## src/rtl/riscv_ctrl_pkg.sv

```systemverilog
// Shared encodings for the multicycle RV32I-subset controller:
// opcode/funct constants, ALU op-select codes, mux selects, fault codes,
// controller states and the instruction classes produced by the decoder.
package riscv_ctrl_pkg;

  localparam logic [6:0] OPC_LOAD   = 7'b0000011;
  localparam logic [6:0] OPC_STORE  = 7'b0100011;
  localparam logic [6:0] OPC_OP     = 7'b0110011;
  localparam logic [6:0] OPC_OPIMM  = 7'b0010011;
  localparam logic [6:0] OPC_BRANCH = 7'b1100011;

  localparam logic [2:0] F3_LB  = 3'b000;
  localparam logic [2:0] F3_SB  = 3'b000;
  localparam logic [2:0] F3_ADD = 3'b000;
  localparam logic [2:0] F3_AND = 3'b111;
  localparam logic [2:0] F3_SLL = 3'b001;
  localparam logic [2:0] F3_ORI = 3'b110;
  localparam logic [2:0] F3_BNE = 3'b001;
  localparam logic [6:0] F7_BASE = 7'b0000000;

  // ALU op-select codes, shared with the ALU
  localparam logic [3:0] ALU_AND = 4'b0000;
  localparam logic [3:0] ALU_OR  = 4'b0001;
  localparam logic [3:0] ALU_ADD = 4'b0010;
  localparam logic [3:0] ALU_NEQ = 4'b0110;
  localparam logic [3:0] ALU_SLL = 4'b1000;

  localparam logic [1:0] SRCA_PC    = 2'b00;
  localparam logic [1:0] SRCA_RS1   = 2'b01;
  localparam logic [1:0] SRCA_OLDPC = 2'b10;
  localparam logic [1:0] SRCB_RS2   = 2'b00;
  localparam logic [1:0] SRCB_FOUR  = 2'b01;
  localparam logic [1:0] SRCB_IMM   = 2'b10;

  localparam logic [1:0] FAULT_NONE    = 2'b00;
  localparam logic [1:0] FAULT_ILLEGAL = 2'b01;
  localparam logic [1:0] FAULT_TIMEOUT = 2'b10;

  typedef enum logic [3:0] {
    ST_START, ST_FETCH, ST_DECODE, ST_MEM_ADDR, ST_MEM_READ, ST_MEM_WB,
    ST_MEM_WRITE, ST_EXEC_R, ST_EXEC_I, ST_ALU_WB, ST_BRANCH, ST_ERROR
  } state_e;

  typedef enum logic [2:0] {
    CLS_LOAD, CLS_STORE, CLS_RTYPE, CLS_ITYPE, CLS_BRANCH, CLS_ILLEGAL
  } instr_cls_e;

endpackage

```

## src/rtl/ctrl_decode.sv

```systemverilog
// Combinational instruction decoder: classifies the instruction register
// contents, picks the R-type ALU op and flags unsupported encodings.
module ctrl_decode
  import riscv_ctrl_pkg::*;
(
  input  logic [31:0] instr,
  output instr_cls_e  cls,
  output logic [3:0]  r_alu_op,
  output logic        illegal
);

  logic [6:0] opcode;
  logic [2:0] f3;
  logic [6:0] f7;
  logic       unused_fields;

  assign opcode = instr[6:0];
  assign f3     = instr[14:12];
  assign f7     = instr[31:25];
  // register and immediate fields only matter to the datapath
  assign unused_fields = ^{instr[24:15], instr[11:7]};

  // Map opcode/funct fields to an instruction class and R-type ALU op
  always_comb begin
    cls      = CLS_ILLEGAL;
    r_alu_op = ALU_ADD;
    case (opcode)
      OPC_LOAD:   if (f3 == F3_LB) cls = CLS_LOAD;
      OPC_STORE:  if (f3 == F3_SB) cls = CLS_STORE;
      OPC_OPIMM:  if (f3 == F3_ORI) cls = CLS_ITYPE;
      OPC_BRANCH: if (f3 == F3_BNE) cls = CLS_BRANCH;
      OPC_OP: begin
        if (f7 == F7_BASE) begin
          case (f3)
            F3_ADD: begin cls = CLS_RTYPE; r_alu_op = ALU_ADD; end
            F3_AND: begin cls = CLS_RTYPE; r_alu_op = ALU_AND; end
            F3_SLL: begin cls = CLS_RTYPE; r_alu_op = ALU_SLL; end
            default: cls = CLS_ILLEGAL;
          endcase
        end
      end
      default: cls = CLS_ILLEGAL;
    endcase
  end

  assign illegal = (cls == CLS_ILLEGAL);

endmodule

```

## src/rtl/multicycle_ctrl.sv

```systemverilog
// Multicycle control FSM for the lb/sb/add/and/sll/ori/bne datapath.
// Outputs are Moore-decoded from the state register; FETCH write strobes
// are qualified by mem_ready and BRANCH pc_write follows ~zero.
// Optional retired-instruction counter: define MULTICYCLE_CTRL_RETIRE_CNT_EN.
module multicycle_ctrl
  import riscv_ctrl_pkg::*;
#(
  parameter int STALL_MAX = 16,
  parameter int ALU_OP_W  = 4
) (
  input  logic                clk,
  input  logic                reset,
  input  logic [31:0]         instr,
  input  logic                zero,
  input  logic                mem_ready,
  output logic                mem_read,
  output logic                mem_write,
  output logic                addr_src,
  output logic                ir_write,
  output logic                pc_write,
  output logic                pc_src,
  output logic [1:0]          alu_src_a,
  output logic [1:0]          alu_src_b,
  output logic [ALU_OP_W-1:0] alu_op,
  output logic                reg_write,
  output logic                mem_to_reg,
  output logic [1:0]          fault,
  output logic [31:0]         retired
);

  localparam int CNT_W = (STALL_MAX > 1) ? $clog2(STALL_MAX + 1) : 1;

  state_e           state_q, state_d;
  logic [1:0]       fault_q, fault_d;
  logic [CNT_W-1:0] stall_q, stall_d;
  instr_cls_e       cls;
  logic [3:0]       r_alu_op;
  logic             illegal;
  logic             waiting;
  logic             stall_limit;
  logic             retire_evt;
  logic [3:0]       alu_op_int;

  ctrl_decode u_decode (
    .instr    (instr),
    .cls      (cls),
    .r_alu_op (r_alu_op),
    .illegal  (illegal)
  );

  assign waiting     = (state_q inside {ST_FETCH, ST_MEM_READ, ST_MEM_WRITE}) && !mem_ready;
  // the limit cycle is the STALL_MAX-th consecutive wait; a ready in it still wins
  assign stall_limit = (STALL_MAX != 0) && ((int'(stall_q) + 1) == STALL_MAX);

  // Next-state, fault and retire-event logic
  always_comb begin
    state_d    = state_q;
    fault_d    = fault_q;
    retire_evt = 1'b0;
    case (state_q)
      ST_START: state_d = ST_FETCH;
      ST_FETCH: begin
        if (mem_ready)        state_d = ST_DECODE;
        else if (stall_limit) begin state_d = ST_ERROR; fault_d = FAULT_TIMEOUT; end
      end
      ST_DECODE: begin
        if (illegal) begin
          state_d = ST_ERROR;
          fault_d = FAULT_ILLEGAL;
        end else begin
          case (cls)
            CLS_LOAD, CLS_STORE: state_d = ST_MEM_ADDR;
            CLS_RTYPE:           state_d = ST_EXEC_R;
            CLS_ITYPE:           state_d = ST_EXEC_I;
            CLS_BRANCH:          state_d = ST_BRANCH;
            default: begin state_d = ST_ERROR; fault_d = FAULT_ILLEGAL; end
          endcase
        end
      end
      ST_MEM_ADDR: state_d = (cls == CLS_STORE) ? ST_MEM_WRITE : ST_MEM_READ;
      ST_MEM_READ: begin
        if (mem_ready)        state_d = ST_MEM_WB;
        else if (stall_limit) begin state_d = ST_ERROR; fault_d = FAULT_TIMEOUT; end
      end
      ST_MEM_WB: begin state_d = ST_FETCH; retire_evt = 1'b1; end
      ST_MEM_WRITE: begin
        if (mem_ready)        begin state_d = ST_FETCH; retire_evt = 1'b1; end
        else if (stall_limit) begin state_d = ST_ERROR; fault_d = FAULT_TIMEOUT; end
      end
      ST_EXEC_R, ST_EXEC_I: state_d = ST_ALU_WB;
      ST_ALU_WB: begin state_d = ST_FETCH; retire_evt = 1'b1; end
      ST_BRANCH: begin state_d = ST_FETCH; retire_evt = 1'b1; end
      ST_ERROR:  state_d = ST_ERROR;
      default:   state_d = ST_START;
    endcase

    if ((state_d != state_q) || mem_ready) stall_d = '0;
    else if (waiting)                      stall_d = stall_q + CNT_W'(1);
    else                                   stall_d = stall_q;
  end

  // State, fault and stall-counter registers
  always_ff @(posedge clk) begin
    if (reset) begin
      state_q <= ST_START;
      fault_q <= FAULT_NONE;
      stall_q <= '0;
    end else begin
      state_q <= state_d;
      fault_q <= fault_d;
      stall_q <= stall_d;
    end
  end

  // Datapath strobes and mux selects decoded from the current state
  always_comb begin
    mem_read   = 1'b0;
    mem_write  = 1'b0;
    addr_src   = 1'b0;
    ir_write   = 1'b0;
    pc_write   = 1'b0;
    pc_src     = 1'b0;
    alu_src_a  = SRCA_PC;
    alu_src_b  = SRCB_RS2;
    alu_op_int = 4'b0000;
    reg_write  = 1'b0;
    mem_to_reg = 1'b0;
    case (state_q)
      ST_START: alu_op_int = ALU_ADD;
      ST_FETCH: begin
        mem_read   = 1'b1;
        alu_src_a  = SRCA_PC;
        alu_src_b  = SRCB_FOUR;
        alu_op_int = ALU_ADD;
        ir_write   = mem_ready;
        pc_write   = mem_ready;
      end
      ST_DECODE: begin
        alu_src_a  = SRCA_OLDPC;
        alu_src_b  = SRCB_IMM;
        alu_op_int = ALU_ADD;
      end
      ST_MEM_ADDR: begin
        alu_src_a  = SRCA_RS1;
        alu_src_b  = SRCB_IMM;
        alu_op_int = ALU_ADD;
      end
      ST_MEM_READ:  begin mem_read  = 1'b1; addr_src = 1'b1; end
      ST_MEM_WB:    begin reg_write = 1'b1; mem_to_reg = 1'b1; end
      ST_MEM_WRITE: begin mem_write = 1'b1; addr_src = 1'b1; end
      ST_EXEC_R: begin
        alu_src_a  = SRCA_RS1;
        alu_src_b  = SRCB_RS2;
        alu_op_int = r_alu_op;
      end
      ST_EXEC_I: begin
        alu_src_a  = SRCA_RS1;
        alu_src_b  = SRCB_IMM;
        alu_op_int = ALU_OR;
      end
      ST_ALU_WB: reg_write = 1'b1;
      ST_BRANCH: begin
        alu_src_a  = SRCA_RS1;
        alu_src_b  = SRCB_RS2;
        alu_op_int = ALU_NEQ;
        pc_src     = 1'b1;
        pc_write   = ~zero;
      end
      default: ;
    endcase
  end

  assign alu_op = ALU_OP_W'(alu_op_int);
  assign fault  = fault_q;

`ifdef MULTICYCLE_CTRL_RETIRE_CNT_EN
  logic [31:0] retired_q;

  // Count completed instructions; wraps naturally at 2^32
  always_ff @(posedge clk) begin
    if (reset)           retired_q <= '0;
    else if (retire_evt) retired_q <= retired_q + 32'd1;
  end

  assign retired = retired_q;
`else
  logic unused_retire;
  assign unused_retire = retire_evt;
  assign retired       = '0;
`endif

endmodule

```

## config.mk

```make
export PLATFORM = sky130hd
export DESIGN_NAME = multicycle_ctrl
export DESIGN_NICKNAME = d
export VERILOG_FILES = /design/src/rtl/riscv_ctrl_pkg.sv /design/src/rtl/ctrl_decode.sv /design/src/rtl/multicycle_ctrl.sv
export SDC_FILE = /design/constraint.sdc
export NUM_CORES = 1
export LEC_CHECK = 0
export BUFFER_PORTS_ARGS = -buffer_cell sky130_fd_sc_hd__buf_2
export CAP_MARGIN = 30
export CELL_PAD_IN_SITES_DETAIL_PLACEMENT = 1
export CELL_PAD_IN_SITES_GLOBAL_PLACEMENT = 2
export CORE_MARGIN = 1.5
export CORE_UTILIZATION = 23
export CTS_CLUSTER_SIZE = 30
export DETAILED_ROUTE_END_ITERATION = 16
export GPL_TIMING_DRIVEN = 0
export HOLD_SLACK_MARGIN = 0.12
export PLACE_DENSITY_LB_ADDON = 0.3
export SLEW_MARGIN = 15
export SYNTH_ARGS = -nofsm -noshare
export SYNTH_HDL_FRONTEND = slang
export SYNTH_SLANG_ARGS = --single-unit
```

## constraint.sdc

```tcl
create_clock -name clk -period 3.15 [get_ports clk]
set_input_delay 0.1575 -clock clk [delete_from_list [all_inputs] [get_ports clk]]
set_output_delay 0.1575 -clock clk [all_outputs]
set_load 0.1 [all_outputs]
```

==> metrics.md <==
| Metric | Value |
|---|---|
| Outcome | complete, no violations |
| Max layer used | met4 |
| Ports | 86 |
| Global-route wire length before repair | between 6000 and 7000 µm |
| Initial antenna violation count | 0 |
| GP Congestion | a little under 0.8 |
| Post-CTS sizing | 0 |
| Switching Share | 0.573 |
| Die X | 81.1 µm |
| Root buffer cell | clkbuf_8 |
| Synth Area in Adders | 0.00891 |
| IO buf count | 37 |
| Crit path cell chain | clkbuf_1, clkbuf_1, nand2_1, nor4_2, buf_2 |
| Die Y | 81.1 µm |
| Hold Buf Count CTS | 0 |
| Synth Area in XOR/XNOR | 0.0250 |
| CTS buffer count | 3 |
| Clk Latency, worst-skew pair | 0.24 ns |
| Reg2reg end | stall_q[0] |
| Flop2flop setup slack | between 0.8 and 0.9 ns |
| Final Hold Fails | 0 |
| Met2 WL | a little under 2000 µm |
| CP bufs+invs | 3 |
| CTS tree | yes |
| Die area | 6580 µm² |
| Fill count | approximately 770 |
| Post-synthesis simple-gate area fraction | 0.370 |
| Register area | 220 µm² |
| Area of the multi-input gates | 1020 µm² |
| Post-synth EDFFs | 0 |
| # H-tree levels | 1 |
| Total routed wirelength | about 4200 µm |
| Initial Util | 0.237 |
| Maximum clock path buffer count | 2 |
| Final TNS setup | 0 ns |
| Hold Slack | 0.137 ns |
| Portion of netlist area occupied by mux cells | 0.0214 |
| Met1 wire length | roughly 1900 µm |
| Cell Int Power | 328 µW |
| Area growth syn-to-layout | 32.5% |
| Nets | 309 |
| Sequential share of power | 0.195 |
| Layout cell share with drive strength beyond 1 | 0.321 |
| Min cycle time layout | 2.41 ns |
| Crit. path cell count | 5 |
| Seq/Total Area, Yosys | 0.157 |
| Placed wire-length estimate | 3410 µm |
| Warning count from the yosys run | 0 |
| Async S/R FF share, synth | 0 |
| Vias post-DR | 1525 |
| Overflow after GRT | 0 |
| Post-CTS Setup Bufs | 0 |
| Core area | a little under 6000 µm² |
| Syn avg cell area | 7.05 µm² |
| Pin count of the biggest net entering global routing | 11 |
| Antenna diodes | 0 |
| Vias in the first global route | 1457 |
| Comb power frac | 0.615 |
| Reg2reg start | stall_q[0] |
| Violation count after the first detailed-route iteration | 58 |
| Slowest-stage cell, CP | buf_2 |
| Final setup viols | 0 |
| Critical path startpoint | state_q[0] |
| Compound-Gate Fraction of Synth Area | 0.207 |
| Clock Power Share | 0.190 |
| FMAX | 414 MHz |
| Synth Cell Area | roughly 1400 µm² |
| Rel. slew slack | 0.491 |
| Routed length on met3 | 237 µm |
| Pwr Total | 769 µW |
| Synth Flop Type | dfxtp_1 |
| P_leak | ~0.87 nW |
| Row count | 28 |
| Hold WC Path Type | input port to flip-flop |
| Final Max Slew Viols | 0 |
| Startpoint types | flip-flop |
| Worst EP arrival | roughly 2.3 ns |
| Via/cell ratio | 4.41 |
| Req. time, crit path | 2.99 ns |
| Crit end category | output port |
| Family with the most delay on the worst path | buffers and inverters |
| Pwr/cell area | 414 nW/µm² |
| Max Cap Viol | 0 |
| Routed wire per std cell | between 10 and 15 µm |
| CTS sink cnt | 11 |
| Synth unique cells | 48 |
| Overall Global Routing Usage | 0.129 |
| Drt pass-1 iters | 4 |
| FF+latch count, synth | 11 |
| Max incr delay on CP | 0.46 ns |
| Period utilization | 0.766 |
| Max VDD drop | 174 µV |
| ANT nets after route | 0 |
| Worst setup endpoint | alu_op[3] |
| Worst Tran Pin Value | 0.759 ns |
| Critical setup path kind | flip-flop to output port |
| FF-to-FF path depth | 6 |
| Clk slew on worst S/H paths | around 0.05 ns |
| DRC Markers | 0 |
| Crit path top cell by count | clkbuf_1 |
| Syn Inst Count | between 150 and 200 |
| Switching power | 441 µW |
| CP max FO | 10 |
| Clock Skews | 0.00435 ns |
| Unrepaired setup endpoints after global routing | no |
| Main combinational cell family by area after synthesis | simple AND/OR/NAND/NOR gates |
[logic make-up after synthesis]
group,Yosys count
compound gates,43
xor+xnor,4
fa+ha+maj,1
buf+inv,45
flops,11
mux,3
other cells,1
simple gates,91
[state kept, by name, indices dropped and copies added, names as in the netlist]
signal,cells
stall_q,5
state_q,4
fault,2
[power groups by stage]
stage,Sequential [mW],Combinational [mW],Clock (mW)
3_5_place_dp,0.153,0.472,0
2_1_floorplan,0.159,0.404,0
4_1_cts,0.150,0.473,0.149
6_report,0.150,0.473,0.146
3_3_place_gp,0.153,0.472,0
5_1_grt,0.152,0.499,0.155
[how the worst min path moves through the flow]
stage	start	endpoint	slack, ns	depth (start not counted)
finish	reset	fault[0]	0.14	2
global placement	reset	fault[0]	0.39	2
detailed placement	reset	fault[0]	0.39	2
global route	reset	fault[0]	0.14	2
floorplan	reset	fault[0]	0.23	1
CTS	reset	fault[0]	0.14	2
[per-stage QoR]
step	std cells	util	instance area (µm²)	setup WS, ns
after floorplan	230	-	1540	-0.0304
after global placement	342	0.307	1820	0.972
after detailed placement	342	0.307	1820	0.940
after CTS	346	0.314	1860	0.728
after global routing	346	0.314	1860	0.534
final	346	0.314	1860	0.736
[synth_stat cells (all sizes together) (6+ instances only)]
master / instances / area [µm²]
a21oi: 11 / 55.1
o21ai: 8 / 40.0
nand2: 19 / 71.3
nor2: 14 / 52.6
buf: 33 / 248
nor2b: 6 / 37.5
nand2b: 9 / 56.3
clkbuf: 7 / 26.3
nor3: 12 / 60.1
dfxtp: 11 / 220
[per-layer routing]
| layer | global-route usage | up-vias |
|---|---|---|
| met3 | 0.0169 | 5 |
| met5 | 0 | - |
| met2 | 0.230 | 48 |
| li1 | - | 787 |
| met1 | 0.162 | 685 |
| met4 | 0.0310 | 0 |
[cell type report]
class                           count  share of cell area
Clock buffer                        4              0.0242
Multi-Input combinational cell    174               0.550
Buffer                             40               0.147
Tap cell                           75              0.0504
Sequential cell                    11               0.118
Inverter                            5              0.0101
Timing Repair Buffer               37              0.0995
[cell usage in the layout (no fill, tap or decap), drive strengths merged, types with 2 or more instances in the layout]
cell type	instances
buf	70
conb	32
nand2	19
nor2	14
nor3	12
a21oi	11
dfxtp	11
clkbuf	11
nand2b	9
o21ai	8
nor2b	6
inv	5
or2	5
nand4	5
and2	4
nor3b	4
nor4	4
mux2i	3
o31ai	3
xor2	3
a21o	2
o32ai	2
o211ai	2
nand3	2
o21a	2
o21bai	2
a211oi	2
No activity file was read; power rests on OpenSTA's default activity.
